### src/rtl/des_round_sequencer.sv
// -----------------------------------------------------------------------------
// des_round_sequencer
//
// Paces the DES datapath one round at a time so a person can watch the cipher
// progress on the board. The slow square wave from the clock divider is
// synchronized into the inClock domain and edge-detected into a one-cycle
// tick. Each run issues one load strobe, ROUNDS round strobes (each with its
// round index) and one done pulse. In auto mode a run advances on slow ticks,
// in manual mode it advances on step pulses.
//
// Parameters
//   ROUNDS      : round strobes per run (2..16)
//   SYNC_STAGES : synchronizer flops on slowClock (>= 2)
//
// Ports
//   inClock   in  : system clock
//   clear     in  : synchronous active-high reset
//   slowClock in  : divider output, asynchronous level
//   start     in  : one-cycle pulse, begins a run when idle
//   mode      in  : 0 = auto (slow tick), 1 = manual (step); sampled on start
//   step      in  : one-cycle manual advance pulse
//   loadEn    out : one-cycle strobe, datapath loads plaintext/key
//   roundEn   out : one-cycle strobe, datapath executes round roundIdx
//   roundIdx  out : current round number, 0..ROUNDS-1
//   busy      out : high from LOAD through FINISH
//   done      out : one-cycle pulse after the last round
//   tick      out : edge-detected slow tick (debug)
// -----------------------------------------------------------------------------
module des_round_sequencer #(
  parameter int ROUNDS      = 16,
  parameter int SYNC_STAGES = 2
) (
  input  logic       inClock,
  input  logic       clear,
  input  logic       slowClock,
  input  logic       start,
  input  logic       mode,
  input  logic       step,
  output logic       loadEn,
  output logic       roundEn,
  output logic [3:0] roundIdx,
  output logic       busy,
  output logic       done,
  output logic       tick
);

  typedef enum logic [2:0] {
    IDLE,
    LOAD,
    WAIT,
    ROUND,
    FINISH
  } state_t;

  localparam logic [3:0] LAST_IDX = 4'(ROUNDS - 1);

  state_t                 state;
  state_t                 state_next;
  logic [SYNC_STAGES-1:0] sync_chain;
  logic                   history;
  logic                   tick_q;
  logic                   mode_q;
  logic                   mode_next;
  logic                   pending;
  logic                   pending_next;
  logic [3:0]             round_idx;
  logic [3:0]             round_idx_next;
  logic                   advance;
  logic                   last_round;

  // Slow-clock synchronizer, history flop and registered rising-edge detect.
  // The chain is cleared too, so a slowClock held high through reset shows up
  // as exactly one tick after release.
  always_ff @(posedge inClock) begin
    if (clear) begin
      sync_chain <= '0;
      history    <= 1'b0;
      tick_q     <= 1'b0;
    end else begin
      sync_chain <= {sync_chain[SYNC_STAGES-2:0], slowClock};
      history    <= sync_chain[SYNC_STAGES-1];
      tick_q     <= sync_chain[SYNC_STAGES-1] & ~history;
    end
  end

  // Only the source chosen at start counts; the other one is ignored for the
  // whole run.
  assign advance    = mode_q ? step : tick_q;
  assign last_round = (round_idx == LAST_IDX);

  // State, latched mode, pending flag and round index.
  always_ff @(posedge inClock) begin
    if (clear) begin
      state     <= IDLE;
      mode_q    <= 1'b0;
      pending   <= 1'b0;
      round_idx <= 4'd0;
    end else begin
      state     <= state_next;
      mode_q    <= mode_next;
      pending   <= pending_next;
      round_idx <= round_idx_next;
    end
  end

  // Next-state logic and state-decoded strobes.
  always_comb begin
    state_next     = state;
    mode_next      = mode_q;
    pending_next   = pending;
    round_idx_next = round_idx;
    loadEn         = 1'b0;
    roundEn        = 1'b0;
    done           = 1'b0;
    busy           = 1'b1;

    case (state)
      IDLE: begin
        busy = 1'b0;
        // An advance event in the same cycle as start is discarded.
        if (start) begin
          state_next     = LOAD;
          mode_next      = mode;
          round_idx_next = 4'd0;
          pending_next   = 1'b0;
        end
      end

      LOAD: begin
        loadEn     = 1'b1;
        state_next = WAIT;
        if (advance) begin
          pending_next = 1'b1;
        end
      end

      WAIT: begin
        if (advance || pending) begin
          state_next = ROUND;
        end
        // A stored event is consumed first; a live event arriving alongside
        // it takes its place in the one-deep flag.
        pending_next = pending & advance;
      end

      ROUND: begin
        roundEn = 1'b1;
        // Setting an already-set flag drops the extra event.
        if (advance) begin
          pending_next = 1'b1;
        end
        if (last_round) begin
          state_next = FINISH;
        end else begin
          round_idx_next = round_idx + 4'd1;
          state_next     = WAIT;
        end
      end

      FINISH: begin
        done       = 1'b1;
        state_next = IDLE;
        if (advance) begin
          pending_next = 1'b1;
        end
      end

      default: begin
        busy       = 1'b0;
        state_next = IDLE;
      end
    endcase
  end

  assign roundIdx = round_idx;
  assign tick     = tick_q;

endmodule

### config.mk
export PLATFORM = sky130hd
export DESIGN_NAME = des_round_sequencer
export DESIGN_NICKNAME = d
export VERILOG_FILES = /design/src/rtl/des_round_sequencer.sv
export SDC_FILE = /design/constraint.sdc
export NUM_CORES = 1
export LEC_CHECK = 0
export ABC_AREA = 1
export CAP_MARGIN = 20
export CORE_UTILIZATION = 39
export CTS_CLUSTER_SIZE = 16
export DETAILED_ROUTE_END_ITERATION = 10
export GPL_TIMING_DRIVEN = 0
export PLACE_DENSITY_LB_ADDON = 0.25
export SYNTH_ARGS = -nofsm -noshare
export SYNTH_HDL_FRONTEND = slang
export SYNTH_SLANG_ARGS = --single-unit
### constraint.sdc
create_clock -name inClock -period 1.27 [get_ports inClock]
set_clock_uncertainty 0.05 [all_clocks]
set_input_delay 0.254 -clock inClock [delete_from_list [all_inputs] [get_ports inClock]]
set_output_delay 0.254 -clock inClock [all_outputs]
set_load 0.1 [all_outputs]
# Yosys cells after proc, flatten, opt, wreduce, memory -nomap -nowiden

Cells that the tools add are included.

Input bits: 6
Logic and storage cells: 45
Register bits after elaboration: 13

Bitwise gates (word level): 3
Eq/ne operators: 9
Multiplexer cells: 15
Reductions and logical operators: 10
Add/subtract/negate cells: 1

Operators by type and width:

| operator              | number |
|---|---|
| $pmux W3 S4           | 1 |
| $mux W3               | 3 |
| $mux W4               | 2 |
| $pmux W4 S2           | 1 |
| $mux W1               | 7 |
| $eq A3 B2 Y1 const B  | 2 |
| $ne A2 B2 Y1 const B  | 3 |
| $reduce_and A3 Y1     | 2 |
| $add A4 B1 Y4 const B | 1 |
| $eq A4 B4 Y1 const B  | 1 |
| $reduce_and A2 Y1     | 2 |
| $reduce_or A4 Y1      | 1 |
| $eq A3 B1 Y1 const B  | 1 |
| $eq A3 B3 Y1 const B  | 1 |
| $logic_not A3 Y1      | 1 |
| $pmux W1 S3           | 1 |
| $reduce_bool A3 Y1    | 1 |
| $reduce_or A3 Y1      | 1 |
| $and A1 B1 Y1         | 2 |
| $ne A2 B1 Y1 const B  | 1 |
| $reduce_bool A2 Y1    | 1 |
| $logic_or A1 B1 Y1    | 1 |
| $not A1 Y1            | 1 |

# Longest topological paths before layout

Gate-level depths: netlist of run 1.

Word-level depth: 4
Mapped depth: 9
Depth with buffers taken out: 9

# Worst setup path after synthesis of run 1

OpenSTA, ideal clock, no wires.

Path type: flip-flop to output port
From: reg state[2]
To: out done
Cell stages (with the launch flop): 3
Required time: 966 ps
Setup slack: -1472 ps
Buffers on the path: 0
Data arrival time: 2438 ps
Cells stage by stage: dfxtp_1 -> inv_2 -> nor3_1

Longest elaborated chain between the ends: 2

RTL lines:

| what                   | RTL line | text |
|---|---|---|
| start, declared        | 57       | `state_t state;` |
| start signal, assigned | 99       | `state <= state_next;` |
| $eq A3 B3 Y1           | 117      | `case (state)` |
| $mux W1                | 117      |  |
| end, declared          | 43       | `output logic done,` |

Every way passes these cells.

# Worst setup path after layout of run 1

From: reg state[1]
To: out busy

Longest elaborated chain between the ends: 3
Elaborated cells on any way between the ends: 6

RTL lines:

| what                                 | RTL line | text |
|---|---|---|
| $eq A3 B3 Y1 (tied with other cells) | 117      |  |
| $reduce_or A4 Y1 (no source line) *  | n/a      |  |
| $mux W1 *                            | 117      |  |
| end, declared                        | 42       | `output logic busy,` |

Every way passes the cells marked *; elsewhere a longest branch is shown, timed or not.

==> metrics.yaml, run 1 <==
status: "finished, violations left"
violations: "negative setup slack"
slew_headroom: 0.753
critPathMaxFanout: 6
fillCellCount: 126
syn_inst: 89
synth_top_area_share: 0.421
dp_cells: 118
place_congestion: 0.817
start_util: 0.415
grt-busiest-layer: "met2"
met3_usage: 0.0478
syn_to_final_growth_pct: 63.2
die_area_um2: 1750
grt_pass1_wl_um: 2370
rsz0062_at_grt: "yes"
rr_worst_depth: 6
period_share: 1.16
cts-root-buf: "clkbuf_4"
synth_edf_count: 0
hp-class: "input pin to flip-flop"
setup_violations: 4
use_met2: 0.316
htreeDepth: 1
drc: 0
critPathKind: "flip-flop to output port"
dp_hpwl_um: 977
first_pass_iters: 4
arrival_ns: 1.16
drv_slew: 0
drive_gt1_frac: 0.460
avgSynthCellArea_um2: 6.94
ys_seq_area_frac: 0.421
final_cells: 129
end_kind: "output port"
diodes: 0
ant_nets: 0
nNetsFinal: 121
die_h_um: 41.8
core_area_um2: 1490
async_flop_share: 0
synth_seq_cells: 13
portBuffers: 13
clk_transition_reported_paths_ns: 0.08
power.density_nw_per_um2: 1350
cts_sinks: 13
peakVddDrop_mv: 1.02
grt_usage: 0.177
ys_top_cells_by_area: "dfxtp_1 (42%), nand3_1 (9.7%), nand2_1 (9.7%), inv_1 (8.5%), nor2_1 (5.5%)"
leakagePower_nw: 0.429
setup_ws_ns: -0.197
setup_tns_ns: -0.684
num_io_pins: 15
r2r-start: "state[0]"
max_freq_mhz: 682
numCtsBuffers: 3
synth_area_um2: 618
use_met1: 0.197
finalPower_mw: 1.36
ys_types: 18
drt_iter0_drc: 6
gr-total-overflow: 0
antenna_found_initial: 0
yosys_warnings: 0
tightestPinTransition_ns: 0.370
ys_top_cells_by_count: "nand2_1 (16), inv_1 (14), dfxtp_1 (13), nand3_1 (12), nor2_1 (9)"
maxCapViolCount: 0
synth_area_leader_cell: "dfxtp_1"
synth_ff_type: "dfxtp_1"
cts_tree: "built"
period_minus_slack_ns: 1.47
cp-endpoint: "busy"
crit_required_ns: 0.97
r2r-end: "pending"
vias_per_cell: 4.91
crit_path_start: "state[1]"
grt_max_degree: 10
cp-start-kind: "flip-flop"
drt_wl_total_um: 1440
clkLatencyLatePin_ns: 0.26
yosysMostFrequentCell: "nand2_1"
r2r_slack_ns: 0.05
wl_per_cell_um: 11.1
cts_buffer_depth: 2
syn_nets: 96
first_global_vias: 579
die_x_um: 41.8
hold_viol_final: 0
row_count: 14
vias: 634
==> worst max-delay path: stages (launching register included) <==
cell and delay (ns):
dfxtp_4 0.39, o21ai_4 0.18, nand2_2 0.09, nand2_4 0.07
buf_12 0.16
==> cell usage in the layout, fill, tap and decap left out, types with 3 or more instances in the layout <==
cell type         n
nand2_1          11
nand2_2           5
clkdlybuf4s50_1   4
nor2_1            7
dfxtp_4           7
nand3_2           4
a21oi_1           4
dfxtp_1           5
clkbuf_4          3
inv_2             3
inv_1            11
buf_12            4
buf_4            10
nand3_1           9
==> area by class of cell <==
type	count	area, um^2	area share
well taps	16	20.0	0.0199
inverters	17	72.6	0.0720
repair buffers	20	218	0.216
flip-flops and latches	13	288	0.285
plain buffers	1	3.75	0.00372
multi-input cells	58	380	0.377
clock buffers	4	26.3	0.0261
==> how the worst min path moves through the flow <==
stage	end	slack, ns	start	depth (start not counted)
floorplan	sync_chain[0]	0.31	slowClock	2
global placement	tick	0.32	history	1
detailed placement	tick	0.33	history	1
CTS	sync_chain[0]	0.29	clear	2
global route	sync_chain[0]	0.30	clear	2
finish	sync_chain[0]	0.28	clear	2
==> sequential cells by signal, summed over array words and instances (netlist names) <==
name and cells:
history 1, pending 1, roundIdx 4, state 3
sync_chain 2, mode_q 1, tick 1
==> stage by stage <==
stage | hold WS [ns] | worst slack [ns] | area [um^2] | util
finish | 0.281 | -0.197 | 1010 | 0.677
global route | 0.300 | -0.238 | 1010 | 0.677
CTS | 0.289 | -0.180 | 963 | 0.647
detailed placement | 0.328 | -1.00 | 838 | 0.563
global placement | 0.323 | -0.978 | 838 | 0.563
floorplan | 0.311 | -0.197 | 688 | -
==> per-layer routing <==
layer,vias up,part of all wire
met2,8,0.52
met4,0,0.013
met5,-,0
li1,330,-
met3,2,0.022
met1,294,0.45
==> logic make-up (layout without fill, tap and decap cells) <==
group | after synthesis | after routing | share of synthesized area
adders and majority gates | 1 | 1 | 0.0202
buffers and inverters | 18 | 42 | 0.109
DFF | 13 | 13 | 0.421
AOI/OAI and AO/OA | 9 | 9 | 0.0749
and+or+nand+nor | 48 | 48 | 0.375
==> what timing repair did <==
item | 4_1_cts | 5_1_grt
setup buffers | 5 | 2
setup endpoints to repair | 9 | 10
cloned | 0 | 0
hold buffers | 0 | 0
pin swaps | 4 | 1
resized for setup | 80 | 7
==> power breakdown <==
part | leakage [nW] | switching [mW] | internal [mW]
sequential | 0.112 | 0.0582 | 0.446
combinational | 0.302 | 0.390 | 0.213
clock | 0.0150 | 0.128 | 0.121
total | 0.429 | 0.576 | 0.781
No activity file was read; power rests on OpenSTA's default activity.
==> run 2, diff against run 1 <==
--- a/config.mk
+++ b/config.mk
@@ -8,7 +8,6 @@
 export ABC_AREA = 1
 export CAP_MARGIN = 20
 export CORE_UTILIZATION = 39
-export CTS_CLUSTER_SIZE = 16
 export DETAILED_ROUTE_END_ITERATION = 10
 export GPL_TIMING_DRIVEN = 0
 export PLACE_DENSITY_LB_ADDON = 0.25
==> results of run 2 <==
Same layout as run 1: the final DEF is identical, and so are final timing and power.
==> run 3, diff against run 2 <==
--- a/config.mk
+++ b/config.mk
@@ -11,6 +11,7 @@
 export DETAILED_ROUTE_END_ITERATION = 10
 export GPL_TIMING_DRIVEN = 0
 export PLACE_DENSITY_LB_ADDON = 0.25
+export SETUP_SLACK_MARGIN = 0.15
 export SYNTH_ARGS = -nofsm -noshare
 export SYNTH_HDL_FRONTEND = slang
 export SYNTH_SLANG_ARGS = --single-unit
==> metrics.yaml, run 3 (synthesized netlist as in run 1, its figures left out) <==
slowest_stage: "dfxtp_4"
fillCellCount: 102
final_cell_mix: "inv_1 (12), nand2_1 (11), buf_12 (9), buf_4 (9)"
arrival_ns: 1.19
first_pass_iters: 4
wl_per_cell_um: 13.2
violations: "negative setup slack"
largest_reg_flops: 4
leakagePower_nw: 0.489
power.density_nw_per_um2: 1240
multi_input_area_um2: 420
antenna_found_initial: 0
cts_sinks: 13
die_h_um: 41.8
final_common_cell: "inv_1"
setup_tns_ns: -0.717
power_frac_comb: 0.464
seq_power_share: 0.359
crit_required_ns: 0.97
htreeDepth: 1
vias_per_cell: 5.13
hold_viol_final: 0
tightestPinTransition_ns: 0.455
setup_ws_ns: -0.225
critPathKind: "flip-flop to output port"
nNetsFinal: 125
gr-total-overflow: 0
numCtsBuffers: 3
grt_usage: 0.223
rsz0062_at_grt: "yes"
grt_pass1_wl_um: 2840
p_int_mw: 0.812
peakVddDrop_mv: 1.28
drive_gt1_frac: 0.504
regArea_um2: 290
setup_violations: 4
start_util: 0.415
place_congestion: 0.739
critPathMaxFanout: 7
vias: 682
grt_max_degree: 10
crit_chain: "o21ai_4 > nand2_4 > nand2_8 > buf_12"
first_global_vias: 633
drt_wl_total_um: 1760
cts-root-buf: "clkbuf_4"
drc: 0
num_io_pins: 15
dp_cells: 118
maxCapViolCount: 0
cp-start-kind: "flip-flop"
clk_transition_reported_paths_ns: 0.08
cts_hold_buffers: 0
core_area_um2: 1490
die_x_um: 41.8
die_area_um2: 1750
hp-class: "input pin to flip-flop"
ant_nets: 0
diodes: 0
critPathBufInv: 1
dp_hpwl_um: 959
max_freq_mhz: 669
slew_headroom: 0.696
r2r_slack_ns: 0.01
end_kind: "output port"
cts_tree: "built"
period_minus_slack_ns: 1.49
max_stage_delay_ns: 0.40
drv_slew: 0
syn_to_final_growth_pct: 85.6
row_count: 14
clkLatencyLatePin_ns: 0.28
power.switching_mw: 0.615
drt_iter0_drc: 22
period_share: 1.18
p_clk_frac: 0.178
final_cells: 133
crit_family: "flip-flops"
status: "finished, violations left"
netSwitchingFraction: 0.431
cts_buffer_depth: 2
portBuffers: 13
[run 3: cell count changes in the layout (fill, tap and decap cells not counted), sizes merged]
cell    previous run  this run
buf               16        20
clkbuf             5         4
clkinv             0         1
[run 3: path summary, 6_finish.rpt]
kind	cells past startpoint	startpoint	to
setup / recovery	4	state[1]	busy
hold / removal	2	clear	sync_chain[0]
setup reg to reg	9	state[2]	roundIdx[3]
hold reg to reg	1	history	tick
[run 3: routing by layer]
layer / share of wire / global-route usage
met1: 0.39 / 0.259
met2: 0.52 / 0.369
met3: 0.052 / 0.0783
met4: 0.032 / 0.0968
met5: 0 / 0
[run 3: power by group through the flow]
| stage | logic, mW | registers, mW | clock network [mW] |
|---|---|---|---|
| 2_1_floorplan | 0.336 | 0.559 | 0 |
| 3_3_place_gp | 0.489 | 0.499 | 0 |
| 3_5_place_dp | 0.495 | 0.501 | 0 |
| 4_1_cts | 0.631 | 0.507 | 0.265 |
| 5_1_grt | 0.694 | 0.518 | 0.282 |
| 6_report | 0.661 | 0.511 | 0.254 |
[run 3: stage by stage]
stage	area, um^2	util	setup WS, ns	power (mW)	hold WS, ns
after floorplan	706	-	-0.195	0.895	0.311
after global placement	856	0.575	-0.939	0.988	0.326
after detailed placement	856	0.575	-0.940	0.996	0.332
after CTS	1100	0.741	-0.214	1.40	0.276
after global routing	1150	0.771	-0.263	1.49	0.340
final	1150	0.771	-0.225	1.43	0.315
[run 3: area by class of cell]
type,count,area share
clock buffers,3,0.0196
plain buffers,1,0.00327
repair buffers,24,0.270
clock inverters,1,0.00436
well taps,16,0.0174
inverters,17,0.0654
multi-input cells,58,0.366
flip-flops and latches,13,0.253
[run 3: timing repair]
item,4_1_cts,5_1_grt
setup endpoints to repair,15,18
buffers inserted,10,1
gates resized for setup,97,8
pin swaps,7,3
[run 3: worst register-to-register path, cell delays in order, from the launching register on]
cell     delay, ns
dfxtp_4       0.38
inv_6         0.09
nand3_2       0.12
inv_4         0.10
buf_4         0.13
nand2_4       0.08
nand2_2       0.08
nand2_1       0.05
inv_1         0.05
nor2_1        0.03
